File: config.mk
export PLATFORM = sky130hd
export DESIGN_NAME = iq_tap_line
export DESIGN_NICKNAME = d
export VERILOG_FILES = /design/src/rtl/iq_demod_pkg.sv /design/src/rtl/iq_tap_chan.sv /design/src/rtl/iq_tap_line.sv
export SDC_FILE = /design/constraint.sdc
export NUM_CORES = 1
export LEC_CHECK = 0
export CORE_MARGIN = 3
export CORE_UTILIZATION = 52
export DETAILED_ROUTE_END_ITERATION = 7
export GPL_ROUTABILITY_DRIVEN = 0
export PLACE_DENSITY_LB_ADDON = 0.2
export SYNTH_ARGS = -nofsm -noshare
export SYNTH_HDL_FRONTEND = slang
export SYNTH_SLANG_ARGS = --single-unit
File: constraint.sdc
create_clock -name clk -period 6 [get_ports clk]
set_clock_uncertainty 0.05 [all_clocks]
set_input_delay 0.9 -clock clk [delete_from_list [all_inputs] [get_ports clk]]
set_output_delay 0.9 -clock clk [all_outputs]
set_load 0.05 [all_outputs]
File: src/rtl/iq_demod_pkg.sv
// Shared constants and sample type for the IQ demodulator front end.
package iq_demod_pkg;

    localparam int IQ_SAMPLE_W  = 5;
    localparam int IQ_TAP_DEPTH = 10;
    localparam int IQ_NCH       = 2;
    localparam int IQ_DECIM     = 8;

    typedef logic [IQ_SAMPLE_W-1:0] iq_sample_t;

    // Width of the phase select / decimation counter; never narrower than one bit.
    function automatic int phase_w(input int decim);
        return (decim > 1) ? $clog2(decim) : 1;
    endfunction

endpackage

File: src/rtl/iq_tap_chan.sv
// Single-channel tap shift chain; tap 0 holds the newest kept sample.
module iq_tap_chan
    import iq_demod_pkg::*;
#(
    parameter int P_WIDTH = IQ_SAMPLE_W,
    parameter int P_DEPTH = IQ_TAP_DEPTH
) (
    input  logic                       clk,
    input  logic                       reset,
    input  logic                       clear,
    input  logic                       shift_en,
    input  logic [P_WIDTH-1:0]         din,
    output logic [P_DEPTH*P_WIDTH-1:0] taps
);

    logic [P_DEPTH-1:0][P_WIDTH-1:0] chain;

    always_ff @(posedge clk or posedge reset) begin
        if (reset)
            chain <= '0;
        else if (clear)
            chain <= '0;
        else if (shift_en)
            chain <= {chain[P_DEPTH-2:0], din};
    end

    assign taps = chain;

endmodule

File: src/rtl/iq_tap_line.sv
// Multi-channel decimating tap line: phase-selected decimation, fill tracking and window strobe.
module iq_tap_line
    import iq_demod_pkg::*;
#(
    parameter  int P_WIDTH = IQ_SAMPLE_W,
    parameter  int P_DEPTH = IQ_TAP_DEPTH,
    parameter  int P_NCH   = IQ_NCH,
    parameter  int P_DECIM = IQ_DECIM,
    localparam int PS_W    = phase_w(P_DECIM),
    localparam int FILL_W  = $clog2(P_DEPTH + 1)
) (
    input  logic                               clk,
    input  logic                               reset,
    input  logic                               flush,
    input  logic [PS_W-1:0]                    phase_sel,
    input  logic                               in_valid,
    input  logic [P_NCH*P_WIDTH-1:0]           in_data,
    output logic [P_NCH*P_DEPTH*P_WIDTH-1:0]   taps,
    output logic [FILL_W-1:0]                  fill,
    output logic                               full,
    output logic                               win_strobe
);

    logic [PS_W-1:0] dec_cnt;
    logic            shift;

    // A phase_sel outside 0..P_DECIM-1 never matches, so nothing is kept.
    assign shift = in_valid && !flush && ((P_DECIM == 1) || (dec_cnt == phase_sel));
    assign full  = (fill == FILL_W'(P_DEPTH));

    always_ff @(posedge clk or posedge reset) begin
        if (reset) begin
            dec_cnt    <= '0;
            fill       <= '0;
            win_strobe <= 1'b0;
        end else if (flush) begin
            dec_cnt    <= '0;
            fill       <= '0;
            win_strobe <= 1'b0;
        end else begin
            // Post-shift fill reaches P_DEPTH when the pre-shift fill is at least P_DEPTH-1.
            win_strobe <= shift && (fill >= FILL_W'(P_DEPTH - 1));
            if (in_valid)
                dec_cnt <= (dec_cnt == PS_W'(P_DECIM - 1)) ? '0 : dec_cnt + 1'b1;
            if (shift && !full)
                fill <= fill + 1'b1;
        end
    end

    for (genvar c = 0; c < P_NCH; c++) begin : g_chan
        iq_tap_chan #(
            .P_WIDTH (P_WIDTH),
            .P_DEPTH (P_DEPTH)
        ) u_chan (
            .clk      (clk),
            .reset    (reset),
            .clear    (flush),
            .shift_en (shift),
            .din      (in_data[c*P_WIDTH +: P_WIDTH]),
            .taps     (taps[c*P_DEPTH*P_WIDTH +: P_DEPTH*P_WIDTH])
        );
    end

endmodule

### Word-level counts from Yosys, hierarchy flattened

Index checks and enable logic that the tools add are counted.

* memory bits (read-only): 0
* word-level logic and storage cells: 48
* RAM bits: 0
* output and inout port bits: 106
* input bits: 17
* memories kept: 0
* register bits: 108
* latch bits: 0

* reductions and logical operators: 9
* $mul: 0
* bitwise gates (word level): 0
* muxes and demuxes: 10
* add/sub/neg operators: 2
* shift-type cells: 0
* equal/unequal tests: 3
* $lt $le $gt $ge: 1
* div/mod/pow operators: 0

Operators with widths (number)
* $mux W50: 4
* $mux W3: 3
* $mux W4: 2
* $reduce_bool A2 Y1: 3
* $add A4 B1 Y4 const B: 1
* $eq A4 B4 Y1 const B: 1
* $ge A4 B4 Y1 const B: 1
* $logic_and A1 B1 Y1: 4
* $add A3 B1 Y3 const B: 1
* $eq A3 B3 Y1: 1
* $eq A3 B3 Y1 const B: 1
* $logic_not A1 Y1: 2
* $mux W1: 1

### Longest topological paths before layout

* word-level depth: 6
* depth in mapped cells: 8
* gate-level depth less buffers: 6

### Hierarchy

From an unflattened synthesis, not the netlist that was laid out.

* cells, all modules: 374
* area total of the unflattened synthesis: 4601.9 µm²

By module, submodules not included
* iq_tap_chan: area an instance 2053.2 µm², cells an instance 163, instances 2, seq. area each 1251.2 µm²
* iq_tap_line: area an instance 495.5 µm², cells an instance 48, instances 1, seq. area each 200.2 µm²

### Worst setup path before layout

No wires, ideal clock.

* path kind: register -> output
* start point: reg fill[0]
* end point: out full
* arrival time: 1660 ps
* setup slack: 3390 ps
* stages on the path, launching flop included: 5
* required time: 5050 ps
* buffers on the path: 0
* cells stage by stage: dfrtp_1 -> inv_1 -> ha_1 -> nand2_1 -> nor2_1

* cells in the longest elaborated chain, start to end: 1

RTL lines
* start: declaration: line iq_tap_line.sv:19 `output logic [FILL_W-1:0] fill,`
* start signal: assignment: line iq_tap_line.sv:46 `fill <= fill + 1'b1;`
* $eq A4 B4 Y1: line iq_tap_line.sv:29 `assign full = (fill == FILL_W'(P_DEPTH));`
* end: declaration: line iq_tap_line.sv:20 `output logic full,`

Every way passes these cells.

### Final worst setup path

Ends and elaborated chain as after synthesis.

==> out/results.ini <==
[worst_setup_path]
worstPathRequired_ns = 5.05
reg2reg_slack_ns = 3.50
path_cells = inv_1 > ha_1 > nand2_1 > nor2_1 > clkdlybuf4s50_1
crit_type = register to output port
startpoint_type = register
r2r_end = fill[1]$_DFFE_PP0P_
cp_slowest_stage_delay_ns = 0.83
cp-end-kind = output port
critPathArrivalTime_ns = 2.11
r2r.worst_path.cells = 5
crit_path_top_delay_cell = clkdlybuf4s50_1
worstReg2RegStart = dec_cnt[2]$_DFFE_PP0P_
path_max_fanout = 7

[synthesis]
synth.distinct_cells = 20
yosysSeqAreaShare = 0.582
synth_area_leaders = dfrtp_1 58%, nand2b_1 13%, o21ai_0 10%
yosysMostFrequentCell = dfrtp_1
synth_top_area_share = 0.582
yosysWarningCount = 0
synth_seq_cells = 108
synth_flop_cell = dfrtp_1
syn-cell-area_um2 = 4640
synthTopCellsByCount = 108 x dfrtp_1, 96 x nand2b_1, 95 x nand2_1
syn_nets = 494
synthCells = 471
async_reset_ff_frac = 1.00
synth.largest_area_cell = dfrtp_1
syn_avg_cell_area_um2 = 9.85
synth_edf_count = 0

[die]
dieHeight_um = 100
die-area_um2 = 10100
start_util = 0.551
num_io_pins = 123
fp.dieW_um = 100
rows = 33
coreArea_um2 = 8420

[pwr]
power_density_nw_per_um2 = 204
leakagePower_nw = 2.52
power.internal_mw = 0.937
power_switching_mw = 0.295
swShare = 0.239
power.share.combinational = 0.063
power_frac_seq = 0.597
ir_worst_vdd_mv = 0.148
power_frac_clock = 0.340

[cts]
post-cts-setup-buffers = 0
cts_max_path_buffers = 2
cts_tree = yes
clockRootBuffer = clkbuf_8
cts_max_level = 3
cts_sinks = 108
cts_resized = 0
clkSlewWorstSetupHoldPaths_ns = 0.10
insertion_delay_ns = 0.35
hold_buffers = 0
cts_buffers = 9

[sta]
min_period_ns = 3.06
hold_viol = 0
finalCritPeriodShare = 0.510
slew_headroom = 0.275
timing.setup.tns_ns = 0
rsz0062_at_grt = no
max_clock_freq_mhz = 327
slew_viol_final = 0
setup_violations = 0
tightest_slew_ns = 1.09

[hold_path]
hold_end = g_chan[1].u_chan.taps[13]$_DFFE_PP0P_
min_from = g_chan[1].u_chan.taps[8]$_DFFE_PP0P_
worst_hold_path_type = register to register
hold_depth = 2

[routing]
drt_iter0_drc = 172
ant_nets = 0
finalWirelength_mm = 10.1
wl_per_cell_um = 14.8
via_count = 3563
drc = 0
firstDrtPassIters = 5
viasPerCell = 5.20

[global_routing]
grtUsageTotal = 0.213
grt_max_degree = 132
grt_pass1_vias = 3504
grt_pass1_wl_mm = 17.3
antenna_found_initial = 0
overflow = 0

[placed_design]
port_buffers = 122
hpwl_mm = 6.72

[status]
status = complete, no violations

[cells_and_area]
n_antenna_cell = 0
drive_above_1_share = 0.0397
layout.nets = 598
final_core_util = 0.718
area_delta_synth_final_pct = 30.3

[flow_run]
maxCapViolCount = 0

[cell type report]
| class | instances | area [um^2] |
|---|---|---|
| sequential | 108 | 2700 |
| multi-input combinational | 327 | 1770 |
| timing repair buffer | 126 | 1250 |
| tap | 105 | 131 |
| fill | 635 | 2370 |
| clock inverter | 4 | 33.8 |
| clock buffer | 12 | 155 |
| inverter | 3 | 13.8 |
[worst max-delay path, delay by kind of cell, from the launching register on]
family | cells | cell delay [ns]
fa+ha+maj | 1 | 0.15
buf+inv | 2 | 0.94
flops | 1 | 0.47
simple gates | 2 | 0.20
[cells in the final DEF (no fill, tap or decap), types with 3 or more instances in the layout]
cell             count
clkbuf_8            11
clkinv_4             3
ha_1                 6
mux2i_1             12
o21ai_0             93
xor2_1               3
nor2_1              15
nand2_1             95
nand2b_1            96
clkdlybuf4s50_1    121
buf_4                4
dfrtp_1            108
[logic make-up (layout without fill, tap and decap cells)]
family                   after synthesis  count (layout)  share of synthesized area
AND/OR/NAND/NOR                      209             209                      0.226
XOR/XNOR                               3               3                    0.00566
multiplexers                          13              13                     0.0283
AO/OA/AOI/OAI                         96              96                      0.105
adder cells (fa/ha/maj)                6               6                     0.0162
flip-flops                           108             108                      0.582
buffers and inverters                 36             145                     0.0372
[how the worst max path moves through the flow]
stage | startpoint | to | cells past startpoint | slack (ns)
after floorplan | reset | dec_cnt[0]$_DFFE_PP0P_ | 1 | 2.20
after global placement | phase_sel[2] | fill[1]$_DFFE_PP0P_ | 6 | 2.61
after detailed placement | phase_sel[2] | fill[1]$_DFFE_PP0P_ | 6 | 2.53
after CTS | fill[0]$_DFFE_PP0P_ | full | 5 | 2.91
after global routing | phase_sel[2] | fill[1]$_DFFE_PP0P_ | 6 | 2.70
final | fill[0]$_DFFE_PP0P_ | full | 5 | 2.94
[per-stage QoR]
stage / total power, mW / hold slack, ns / std cells / area, um^2 / setup slack [ns]
finish: 1.23 / 0.468 / 685 / 6050 / 2.94
global route: 1.28 / 0.504 / 685 / 6050 / 2.70
CTS: 1.24 / 0.472 / 685 / 6050 / 2.91
detailed placement: 0.829 / 0.449 / 669 / 5860 / 2.53
global placement: 0.827 / 0.441 / 669 / 5860 / 2.61
floorplan: 0.804 / 0.482 / 471 / 4640 / 2.20
[sequential cells by signal, summed over array words and instances (netlist names)]
register and flops:
g_chan.u_chan.taps 100, dec_cnt 3, win_strobe 1, fill 4
[power by group through the flow]
stage | registers (mW) | logic, mW | clock network, mW
global placement | 0.749 | 0.0781 | 0
detailed placement | 0.750 | 0.0798 | 0
global route | 0.736 | 0.0870 | 0.457
floorplan | 0.758 | 0.0462 | 0
finish | 0.735 | 0.0782 | 0.418
CTS | 0.735 | 0.0798 | 0.427
[layer usage]
layer | up-vias | track usage | routed length, um
met5 | - | 0 | 0
met4 | 0 | 0.0539 | 80
met3 | 9 | 0.0505 | 585
met2 | 92 | 0.337 | 4880
met1 | 1741 | 0.297 | 4600
li1 | 1721 | - | -
Power figures use the tool's default switching activity.
